[src/rtl/lfsr_pkg.sv]
// ---------------------------------------------------------------------------
// lfsr_pkg
// Shared definitions for the LFSR period monitor:
//   LFSR_W      default LFSR state width
//   MON_CNT_W   default period counter width (must be >= LFSR_W + 1)
//   mon_state_t monitor FSM state encoding
// ---------------------------------------------------------------------------
package lfsr_pkg;

  localparam int LFSR_W    = 64;
  localparam int MON_CNT_W = 65;

  typedef enum logic [1:0] {
    MON_IDLE    = 2'd0,
    MON_CAPTURE = 2'd1,
    MON_RUN     = 2'd2,
    MON_DONE    = 2'd3
  } mon_state_t;

endpackage

[src/rtl/lfsr_period_monitor_mon_counter.sv]
// ---------------------------------------------------------------------------
// mon_counter
// Advance counter for the period monitor. Holds the number of advances seen
// since the origin was captured and presents the would-be next value so the
// FSM can decide termination before the count is committed.
// Ports:
//   clk, reset   clock, synchronous active-high reset
//   clear        force count to zero
//   enable       commit next into count
//   limit        timeout threshold, 0 disables the limit compare
//   next         count + 1
//   hit_limit    limit is non-zero and next equals it
//   sat          next is all-ones (count may not advance further)
// ---------------------------------------------------------------------------
module mon_counter
  import lfsr_pkg::*;
#(
  parameter int CNT_W = MON_CNT_W
) (
  input  logic             clk,
  input  logic             reset,
  input  logic             clear,
  input  logic             enable,
  input  logic [CNT_W-1:0] limit,
  output logic [CNT_W-1:0] next,
  output logic             hit_limit,
  output logic             sat
);

  logic [CNT_W-1:0] count;

  always_ff @(posedge clk) begin
    if (reset || clear) begin
      count <= '0;
    end else if (enable) begin
      count <= next;
    end
  end

  assign next      = count + CNT_W'(1);
  assign hit_limit = (limit != '0) && (next == limit);
  // The FSM stops on saturation, so count itself never wraps.
  assign sat       = &next;

endmodule

[src/rtl/lfsr_period_monitor.sv]
// ---------------------------------------------------------------------------
// lfsr_period_monitor
// Measures the period of an LFSR state stream. The first valid state after
// start is latched as the origin; valid advances are counted until the origin
// recurs, the limit/saturation is reached, or the origin is the all-zero
// lock-up state. All outputs are registered.
// Optional feature macro: LFSR_MON_MAXCHK_EN -- when defined, 'maximal' flags
// a found period of 2^WIDTH-1; when undefined, 'maximal' is tied low.
// Ports:
//   clk, reset    clock, synchronous active-high reset
//   start         begin or restart a measurement (aborts a running one)
//   state_valid   state_in carries a new LFSR state this cycle
//   state_in      LFSR state
//   limit         timeout in advances, 0 = run to counter saturation
//   busy          high in CAPTURE and RUN
//   done          one-cycle pulse when a measurement ends
//   found         origin recurred (held)
//   timeout       limit or saturation reached first (held)
//   zero_lock     origin was all-zero (held)
//   period        advances from origin to recurrence / termination (held)
//   maximal       found maximal-length period (feature macro only)
// ---------------------------------------------------------------------------
module lfsr_period_monitor
  import lfsr_pkg::*;
#(
  parameter int WIDTH = LFSR_W,
  parameter int CNT_W = MON_CNT_W
) (
  input  logic             clk,
  input  logic             reset,
  input  logic             start,
  input  logic             state_valid,
  input  logic [WIDTH-1:0] state_in,
  input  logic [CNT_W-1:0] limit,
  output logic             busy,
  output logic             done,
  output logic             found,
  output logic             timeout,
  output logic             zero_lock,
  output logic [CNT_W-1:0] period,
  output logic             maximal
);

  mon_state_t       state, state_n;
  logic [WIDTH-1:0] origin, origin_n;
  logic             done_n, found_n, timeout_n, zero_lock_n;
  logic [CNT_W-1:0] period_n;
  logic             cnt_clr, cnt_en, clear_flags;
  logic [CNT_W-1:0] cnt_next;
  logic             cnt_hit_limit, cnt_sat;

  mon_counter #(.CNT_W(CNT_W)) u_counter (
    .clk       (clk),
    .reset     (reset),
    .clear     (cnt_clr),
    .enable    (cnt_en),
    .limit     (limit),
    .next      (cnt_next),
    .hit_limit (cnt_hit_limit),
    .sat       (cnt_sat)
  );

  always_comb begin
    state_n     = state;
    origin_n    = origin;
    done_n      = 1'b0;
    found_n     = found;
    timeout_n   = timeout;
    zero_lock_n = zero_lock;
    period_n    = period;
    cnt_clr     = 1'b0;
    cnt_en      = 1'b0;
    clear_flags = 1'b0;
    // start is honoured in every state; in CAPTURE/RUN it aborts silently.
    if (start) begin
      state_n     = MON_CAPTURE;
      clear_flags = 1'b1;
      found_n     = 1'b0;
      timeout_n   = 1'b0;
      zero_lock_n = 1'b0;
      period_n    = '0;
      cnt_clr     = 1'b1;
    end else begin
      case (state)
        MON_CAPTURE: begin
          if (state_valid) begin
            origin_n = state_in;
            cnt_clr  = 1'b1;
            if (state_in == '0) begin
              // All-zero state never leaves itself: report a period of 1.
              zero_lock_n = 1'b1;
              found_n     = 1'b1;
              period_n    = CNT_W'(1);
              done_n      = 1'b1;
              state_n     = MON_DONE;
            end else begin
              state_n = MON_RUN;
            end
          end
        end
        MON_RUN: begin
          if (state_valid) begin
            // Recurrence is checked first so it wins over a same-advance timeout.
            if (state_in == origin) begin
              found_n  = 1'b1;
              period_n = cnt_next;
              done_n   = 1'b1;
              state_n  = MON_DONE;
            end else if (cnt_hit_limit || cnt_sat) begin
              timeout_n = 1'b1;
              period_n  = cnt_next;
              done_n    = 1'b1;
              state_n   = MON_DONE;
            end else begin
              cnt_en = 1'b1;
            end
          end
        end
        default: ;
      endcase
    end
  end

  always_ff @(posedge clk) begin
    if (reset) begin
      state     <= MON_IDLE;
      origin    <= '0;
      busy      <= 1'b0;
      done      <= 1'b0;
      found     <= 1'b0;
      timeout   <= 1'b0;
      zero_lock <= 1'b0;
      period    <= '0;
    end else begin
      state     <= state_n;
      origin    <= origin_n;
      busy      <= (state_n == MON_CAPTURE) || (state_n == MON_RUN);
      done      <= done_n;
      found     <= found_n;
      timeout   <= timeout_n;
      zero_lock <= zero_lock_n;
      period    <= period_n;
    end
  end

`ifdef LFSR_MON_MAXCHK_EN
  localparam logic [CNT_W-1:0] FULL_PERIOD = {{(CNT_W-WIDTH){1'b0}}, {WIDTH{1'b1}}};

  logic maximal_r, maximal_n;

  always_comb begin
    maximal_n = maximal_r;
    if (clear_flags) begin
      maximal_n = 1'b0;
    end else if (done_n) begin
      maximal_n = found_n && !zero_lock_n && (period_n == FULL_PERIOD);
    end
  end

  always_ff @(posedge clk) begin
    if (reset) begin
      maximal_r <= 1'b0;
    end else begin
      maximal_r <= maximal_n;
    end
  end

  assign maximal = maximal_r;
`else
  assign maximal = 1'b0;
`endif

endmodule

[config.mk]
export PLATFORM = sky130hd
export DESIGN_NAME = lfsr_period_monitor
export DESIGN_NICKNAME = d
export VERILOG_FILES = /design/src/rtl/lfsr_pkg.sv /design/src/rtl/lfsr_period_monitor_mon_counter.sv /design/src/rtl/lfsr_period_monitor.sv
export SDC_FILE = /design/constraint.sdc
export NUM_CORES = 1
export LEC_CHECK = 0
export CAP_MARGIN = 5
export CORE_MARGIN = 2
export CORE_UTILIZATION = 40
export DETAILED_ROUTE_END_ITERATION = 16
export PLACE_DENSITY = 0.62
export SETUP_SLACK_MARGIN = 0.4
export SYNTH_ARGS = -nofsm -noshare
export SYNTH_HDL_FRONTEND = slang
export SYNTH_SLANG_ARGS = --single-unit
[constraint.sdc]
create_clock -name clk -period 5.81 [get_ports clk]
set_clock_uncertainty 0.1 [all_clocks]
set_input_delay 1.162 -clock clk [delete_from_list [all_inputs] [get_ports clk]]
set_output_delay 1.162 -clock clk [all_outputs]
set_load 0.02 [all_outputs]
==> impl_metrics.env, run 1 <==
export IMPL_detailedPlace_worstSlack_ns=0.289
export IMPL_number_of_antenna_violations_at_the_first_check_in_global_routing=5
export IMPL_die_w_um=193
export IMPL_worstSetupPathType="flip-flop to flip-flop"
export IMPL_tritoncts_clock_tree="done"
export IMPL_timing_reg2reg_worst_path_depth=13
export IMPL_final_hold_violation_count=0
export IMPL_syn_avg_cell_area_um2=7.56
export IMPL_timing_max_cap_violations=0
export IMPL_max_clock_freq_ghz=0.189
export IMPL_drive_gt1_frac=0.104
export IMPL_post_dp_hpwl_um=55800
export IMPL_timing_rr_end="u_counter.count[32]"
export IMPL_worst_slack_ns=0.517
export IMPL_ys_async_sr_fraction=0
export IMPL_r2r_slack_ns=0.52
export IMPL_placed_standard_cell_area_mm2=0.0172
export IMPL_switching_power_mw=0.894
export IMPL_cp_end_kind="flip-flop"
export IMPL_peakVddDrop_mv=0.209
export IMPL_synth_edff_count=0
export IMPL_gate_count_post_synth=1893
export IMPL_area_growth_synth_to_final_pct=26.4
export IMPL_hold_path_class="flip-flop to flip-flop"
export IMPL_gr_usage_all_layers=0.367
export IMPL_status="finished, final reports clean"
export IMPL_synth_main_ff_cell="sky130_fd_sc_hd__dfxtp_1"
export IMPL_drcViolationCount=0
export IMPL_timing_max_slew_rel_slack=0.242
export IMPL_synthesis_yosys_warnings=0
export IMPL_routed_wirelength_um=70700
export IMPL_ant_diodes=0
export IMPL_timing_critical_path_from_type="flip-flop"
export IMPL_setup_total_neg_slack_ns=0
export IMPL_dieArea_mm2=0.0373
export IMPL_drt_first_iter_violations=1819
export IMPL_placement_io_buffers=202
export IMPL_crit_path_start="u_counter.count[1]"
export IMPL_clock_sink_count=201
export IMPL_routed_wire_length_per_instance_um=27.5
export IMPL_clock_tree_buffer_depth=3
export IMPL_total_leakage_power_nw=5.42
export IMPL_drv_slew=0
export IMPL_floorplan_initialDensity=0.405
export IMPL_finish_instance_area_mm2=0.0181
export IMPL_share_clk_of_total_power=0.466
export IMPL_power_report_internal_total_mw=2.46
export IMPL_ant_nets=0
export IMPL_ys_seq_elements=201
export IMPL_gp_routability_congestion=1.06
export IMPL_number_of_global_route_vias_before_repair=14986
export IMPL_combinationalPowerShare=0.116
export IMPL_tightestPinTransition_ns=1.13
export IMPL_cts_buffers_inserted=25
export IMPL_cts_hold_buf=0
export IMPL_layout_min_cycle_time_ns=5.29
export IMPL_synth_cell_area_mm2=0.0143
export IMPL_rows=69
export IMPL_grt_overflow=0
export IMPL_via_per_inst=6.31
export IMPL_crit_reg2reg_launch="u_counter.count[1]"
export IMPL_sw_frac_of_total=0.267
export IMPL_timing_critical_path_required_ns=6.17
export IMPL_ys_types=81
export IMPL_vias=16202
export IMPL_synth_fp_nets=2030
export IMPL_timing_final_crit_share=0.911
export IMPL_crit_arrival_ns=5.65
export IMPL_clock_root_cell="sky130_fd_sc_hd__clkbuf_16"
export IMPL_timing_critical_path_fanout_max=48
export IMPL_p_per_area_mw_per_mm2=185
export IMPL_dr_pass1_iters=6
export IMPL_grt_first_pass_wirelength_um=103000
export IMPL_rsz0062_at_grt="true"
export IMPL_htree_levels=1
export IMPL_setup_failing_eps_final=0
export IMPL_power_frac_seq=0.419
export IMPL_floorplan_die_height_um=193
export IMPL_num_nets_final=2228
export IMPL_endpoint="u_counter.count[32]"
export IMPL_yosysSeqAreaShare=0.281
export IMPL_boundaryPins=204
export IMPL_grt_max_degree=72
export IMPL_clk_transition_reported_paths_ns=0.06
export IMPL_clock_latency_ns=0.55
export IMPL_coreArea_mm2=0.0354
repair_timing:
action	CTS	global route
buffers inserted	0	5
pin swaps	0	2
gates resized for setup	3	7
setup endpoints to repair	96	97
state kept, by name, summed over array words and instances, names as in the netlist:
signal	flops
timeout	1
busy	1
u_counter.count	65
state	2
zero_lock	1
period	65
found	1
done	1
origin	64
worst max-delay path, stage by stage, from the launching register on:
cell and delay, ns:
sky130_fd_sc_hd__dfxtp_1 0.44, sky130_fd_sc_hd__ha_2 0.33, sky130_fd_sc_hd__and4_1 0.44, sky130_fd_sc_hd__nand4_1 0.50
sky130_fd_sc_hd__nor4_2 0.67, sky130_fd_sc_hd__xnor2_1 0.46, sky130_fd_sc_hd__a2111oi_0 0.17, sky130_fd_sc_hd__nor4bb_1 0.18
sky130_fd_sc_hd__and4_1 0.28, sky130_fd_sc_hd__or3_1 0.47, sky130_fd_sc_hd__or2_2 0.37, sky130_fd_sc_hd__buf_12 0.19
sky130_fd_sc_hd__or4_1 0.43, sky130_fd_sc_hd__a21oi_1 0.14
worst min path at each step:
stage	start	endpoint	slack, ns	depth (start not counted)
global route	period[30]	period[30]	0.37	2
global placement	zero_lock	zero_lock	0.34	2
CTS	zero_lock	zero_lock	0.35	2
detailed placement	zero_lock	zero_lock	0.34	2
finish	period[58]	period[58]	0.35	2
floorplan	origin[0]	origin[0]	0.35	2
metrics by stage:
step,std cells,power (mW),hold slack [ns],utilization
2_1_floorplan,1893,1.59,0.349,-
3_3_place_gp,2520,1.81,0.335,0.486
3_5_place_dp,2520,1.81,0.339,0.486
4_1_cts,2563,3.37,0.350,0.509
5_1_grt,2568,3.45,0.370,0.511
6_report,2568,3.35,0.349,0.511
layout make-up:
| cell class | instances | area (um2) |
|---|---|---|
| clock inverters | 15 | 153 |
| flip-flops and latches | 201 | 4030 |
| repair buffers | 320 | 2990 |
| clock buffers | 28 | 647 |
| inverters | 27 | 101 |
| well taps | 461 | 577 |
| fillers | 3550 | 17300 |
| multi-input cells | 1516 | 9600 |
metal layers:
layer / routed length [um] / up-vias / global-route usage
met2: 29000 / 953 / 0.529
li1: - / 7277 / -
met4: 3610 / 0 / 0.158
met3: 7400 / 188 / 0.0816
met1: 30700 / 7784 / 0.523
met5: 0 / - / 0
power groups by stage:
stage / Clock (mW) / Sequential [mW] / Combinational [mW]
6_report: 1.56 / 1.40 / 0.387
5_1_grt: 1.64 / 1.40 / 0.406
4_1_cts: 1.58 / 1.40 / 0.380
3_5_place_dp: 0 / 1.43 / 0.377
3_3_place_gp: 0 / 1.43 / 0.378
2_1_floorplan: 0 / 1.43 / 0.160
synth_stat cells (all sizes together), types with 51 or more instances:
cell    number  share of area
a21oi      195          0.068
buf         51          0.021
clkbuf      98          0.026
dfxtp      201           0.28
nand2      277          0.073
nand3       75          0.026
nand4       94          0.043
nor2        85          0.022
nor3        56          0.021
nor4       100          0.052
xnor2      151          0.092
cell families (layout without fill, tap and decap cells):
group,Yosys count,in the layout,synth area share
other,1,1,0.000262
flip-flops,201,201,0.281
adder cells (fa/ha/maj),4,4,0.00350
AO/OA/AOI/OAI,359,359,0.150
AND/OR/NAND/NOR,936,936,0.364
XOR/XNOR,199,199,0.134
buffers and inverters,176,390,0.0543
multiplexers,17,17,0.0122
placed cells by master (no fill, tap or decap), types with 7 or more instances in the layout:
master	instances
sky130_fd_sc_hd__inv_1	27
sky130_fd_sc_hd__mux2i_1	12
sky130_fd_sc_hd__o21a_1	8
sky130_fd_sc_hd__or2_2	14
sky130_fd_sc_hd__nor2_1	84
sky130_fd_sc_hd__nor4_2	12
sky130_fd_sc_hd__nor4_1	83
sky130_fd_sc_hd__o22ai_1	8
sky130_fd_sc_hd__a21oi_1	195
sky130_fd_sc_hd__nand2b_1	18
sky130_fd_sc_hd__nor3_1	52
sky130_fd_sc_hd__nand4_1	91
sky130_fd_sc_hd__o31ai_1	11
sky130_fd_sc_hd__buf_12	7
sky130_fd_sc_hd__o21ai_0	48
sky130_fd_sc_hd__o2111ai_1	9
sky130_fd_sc_hd__or4_1	28
sky130_fd_sc_hd__and3_1	16
sky130_fd_sc_hd__or2_0	7
sky130_fd_sc_hd__xor2_1	35
sky130_fd_sc_hd__buf_4	111
sky130_fd_sc_hd__o211ai_1	8
sky130_fd_sc_hd__nand3_1	74
sky130_fd_sc_hd__nand2_1	275
sky130_fd_sc_hd__dfxtp_1	200
sky130_fd_sc_hd__a21o_1	9
sky130_fd_sc_hd__clkbuf_16	25
sky130_fd_sc_hd__and2_1	15
sky130_fd_sc_hd__nor3b_1	10
sky130_fd_sc_hd__nor2b_1	13
sky130_fd_sc_hd__xnor2_1	151
sky130_fd_sc_hd__a2111oi_0	7
sky130_fd_sc_hd__or3_1	44
sky130_fd_sc_hd__and4_1	16
sky130_fd_sc_hd__or3b_1	47
sky130_fd_sc_hd__clkdlybuf4s50_1	201
sky130_fd_sc_hd__xnor3_1	12
Power figures use the tool's default switching activity.
==> run 2, diff against run 1 <==
- CORE_UTILIZATION: 40 -> 52
- PLACE_DENSITY: 0.62 -> 0.77
==> impl_metrics.env, run 2 (synthesized netlist as in run 1, its figures left out) <==
export IMPL_die_w_um=170
export IMPL_layout_min_cycle_time_ns=5.36
export IMPL_number_of_cells_in_the_finished_layout_apart_from_fillers=2454
export IMPL_dieArea_mm2=0.0289
export IMPL_number_of_antenna_violations_at_the_first_check_in_global_routing=3
export IMPL_total_leakage_power_nw=5.43
export IMPL_register_area_mm2=0.00403
export IMPL_peakVddDrop_mv=0.234
export IMPL_worstSetupPathType="flip-flop to flip-flop"
export IMPL_rows=60
export IMPL_crit_arrival_ns=5.71
export IMPL_finish_instance_area_mm2=0.0180
export IMPL_post_dp_hpwl_um=52400
export IMPL_final_hold_violation_count=0
export IMPL_timing_max_cap_violations=0
export IMPL_routed_wirelength_um=67300
export IMPL_boundaryPins=204
export IMPL_clock_latency_ns=0.54
export IMPL_htree_levels=1
export IMPL_clock_sink_count=201
export IMPL_largest_registers="period x65, u_counter.count x65, origin x64"
export IMPL_timing_critical_path_required_ns=6.16
export IMPL_mostFrequentLayoutCell="sky130_fd_sc_hd__nand2_1"
export IMPL_tightestPinTransition_ns=1.07
export IMPL_clk_transition_reported_paths_ns=0.07
export IMPL_routed_wire_length_per_instance_um=27.4
export IMPL_timing_final_crit_share=0.923
export IMPL_grt_max_degree=76
export IMPL_cp_end_kind="flip-flop"
export IMPL_placed_standard_cell_area_mm2=0.0171
export IMPL_max_stage_delay_ns=0.70
export IMPL_cpMostUsedCell="sky130_fd_sc_hd__nand4_1"
export IMPL_clock_root_cell="sky130_fd_sc_hd__clkbuf_16"
export IMPL_gp_routability_congestion=1.12
export IMPL_grt_overflow=0
export IMPL_area_growth_synth_to_final_pct=25.4
export IMPL_timing_max_slew_rel_slack=0.282
export IMPL_critical_path_slowest_cell="sky130_fd_sc_hd__dfxtp_1"
export IMPL_worst_path_bufs_invs=2
export IMPL_number_of_global_route_vias_before_repair=15630
export IMPL_placement_io_buffers=202
export IMPL_clock_tree_buffer_depth=3
export IMPL_num_nets_final=2231
export IMPL_setup_failing_eps_final=0
export IMPL_tritoncts_clock_tree="done"
export IMPL_hold_worst_slack_ns=0.350
export IMPL_gr_usage_all_layers=0.455
export IMPL_cts_buffers_inserted=24
export IMPL_cp_top_family="simple AND/OR/NAND/NOR gates"
export IMPL_rsz0062_at_grt="false"
export IMPL_placed_cells_incl_taps=2408
export IMPL_drive_gt1_frac=0.107
export IMPL_grt_first_pass_wirelength_um=98200
export IMPL_drcViolationCount=0
export IMPL_hold_path_class="flip-flop to flip-flop"
export IMPL_max_clock_freq_ghz=0.186
export IMPL_timing_critical_path_from_type="flip-flop"
export IMPL_via_per_inst=6.80
export IMPL_coreArea_mm2=0.0270
export IMPL_drt_first_iter_violations=2848
export IMPL_floorplan_initialDensity=0.530
export IMPL_dr_pass1_iters=7
export IMPL_total_area_of_multi_input_combinational_cells_mm2=0.00960
export IMPL_p_per_area_mw_per_mm2=187
export IMPL_layout_cells_most_common_list="275 x sky130_fd_sc_hd__nand2_1, 201 x sky130_fd_sc_hd__clkdlybuf4s50_1, 200 x sky130_fd_sc_hd__dfxtp_1"
export IMPL_setup_total_neg_slack_ns=0
export IMPL_vias=16691
export IMPL_critical_path_cell_chain="nand4_1 -> nor2_1 -> nand4_1 -> xor2_1 -> o22ai_1 -> or4b_1 -> or4_1 -> nor4_4 -> buf_4 -> o31ai_4 -> buf_12 -> or3b_1 -> a21oi_1"
export IMPL_ant_nets=0
export IMPL_layout_filler_cells=2228
export IMPL_status="finished, final reports clean"
export IMPL_floorplan_die_height_um=170
export IMPL_drv_slew=0
export IMPL_timing_critical_path_fanout_max=75
-- run 2: cell count changes in the layout (fill, tap and decap cells not counted), moves of 2 or more --
| cell | change |
|---|---|
| sky130_fd_sc_hd__buf_4 | +6 |
| sky130_fd_sc_hd__inv_6 | +4 |
| sky130_fd_sc_hd__clkinv_4 | -2 |
| sky130_fd_sc_hd__a2111oi_0 | +2 |
| sky130_fd_sc_hd__clkinvlp_4 | -2 |
| sky130_fd_sc_hd__buf_12 | -2 |
-- run 2: report_power, final --
part / internal, mW / switching, mW
clock network: 0.901 / 0.665
registers: 1.39 / 0.0104
logic: 0.173 / 0.213
-- run 2: worst paths after layout --
check                       from         end  slack, ns  depth (start not counted)
max          u_counter.count[24]  period[38]       0.45                         13
min                    zero_lock   zero_lock       0.35                          2
min reg2reg            zero_lock   zero_lock       0.35                          2
max reg2reg  u_counter.count[24]  period[38]       0.45                         13
-- run 2: layer usage --
| metal | vias up | wire (um) | global-route usage |
|---|---|---|---|
| li1 | 7278 | - | - |
| met1 | 7851 | 25600 | 0.591 |
| met2 | 1286 | 27600 | 0.681 |
| met3 | 276 | 10100 | 0.158 |
| met4 | 0 | 3930 | 0.201 |
| met5 | - | 0 | 0 |
-- run 2: timing repair --
action / 4_1_cts / 5_1_grt
setup endpoints to repair: 55 / 58
hold buffers: 0 / 0
pin swaps: 0 / 2
resized for setup: 4 / 5
cloned: 0 / 0
buffers inserted: 0 / 1
hold endpoints to repair: 0 / 0
-- run 2: final cells by class --
class | count | share of cell area
clock inverter | 15 | 0.00864
inverter | 27 | 0.00564
sequential | 201 | 0.224
antenna | 1 | 0.000139
multi-input combinational | 1516 | 0.535
clock buffer | 29 | 0.0362
tap | 341 | 0.0238
timing repair buffer | 324 | 0.167
-- run 2: worst register-to-register path, stage by stage (launching register included) --
cell,delay [ns]
sky130_fd_sc_hd__dfxtp_1,0.70
sky130_fd_sc_hd__nand4_1,0.52
sky130_fd_sc_hd__nor2_1,0.45
sky130_fd_sc_hd__nand4_1,0.48
sky130_fd_sc_hd__xor2_1,0.51
sky130_fd_sc_hd__o22ai_1,0.14
sky130_fd_sc_hd__or4b_1,0.54
sky130_fd_sc_hd__or4_1,0.47
sky130_fd_sc_hd__nor4_4,0.26
sky130_fd_sc_hd__buf_4,0.20
sky130_fd_sc_hd__o31ai_4,0.10
sky130_fd_sc_hd__buf_12,0.20
sky130_fd_sc_hd__or3b_1,0.44
sky130_fd_sc_hd__a21oi_1,0.19
-- run 2: through the flow --
stage / setup slack, ns / power [mW] / util
after floorplan: 1.36 / 1.59 / -
after global placement: 0.294 / 1.80 / 0.633
after detailed placement: 0.296 / 1.80 / 0.633
after CTS: 0.410 / 3.35 / 0.663
after global routing: 0.412 / 3.43 / 0.664
final: 0.445 / 3.36 / 0.664
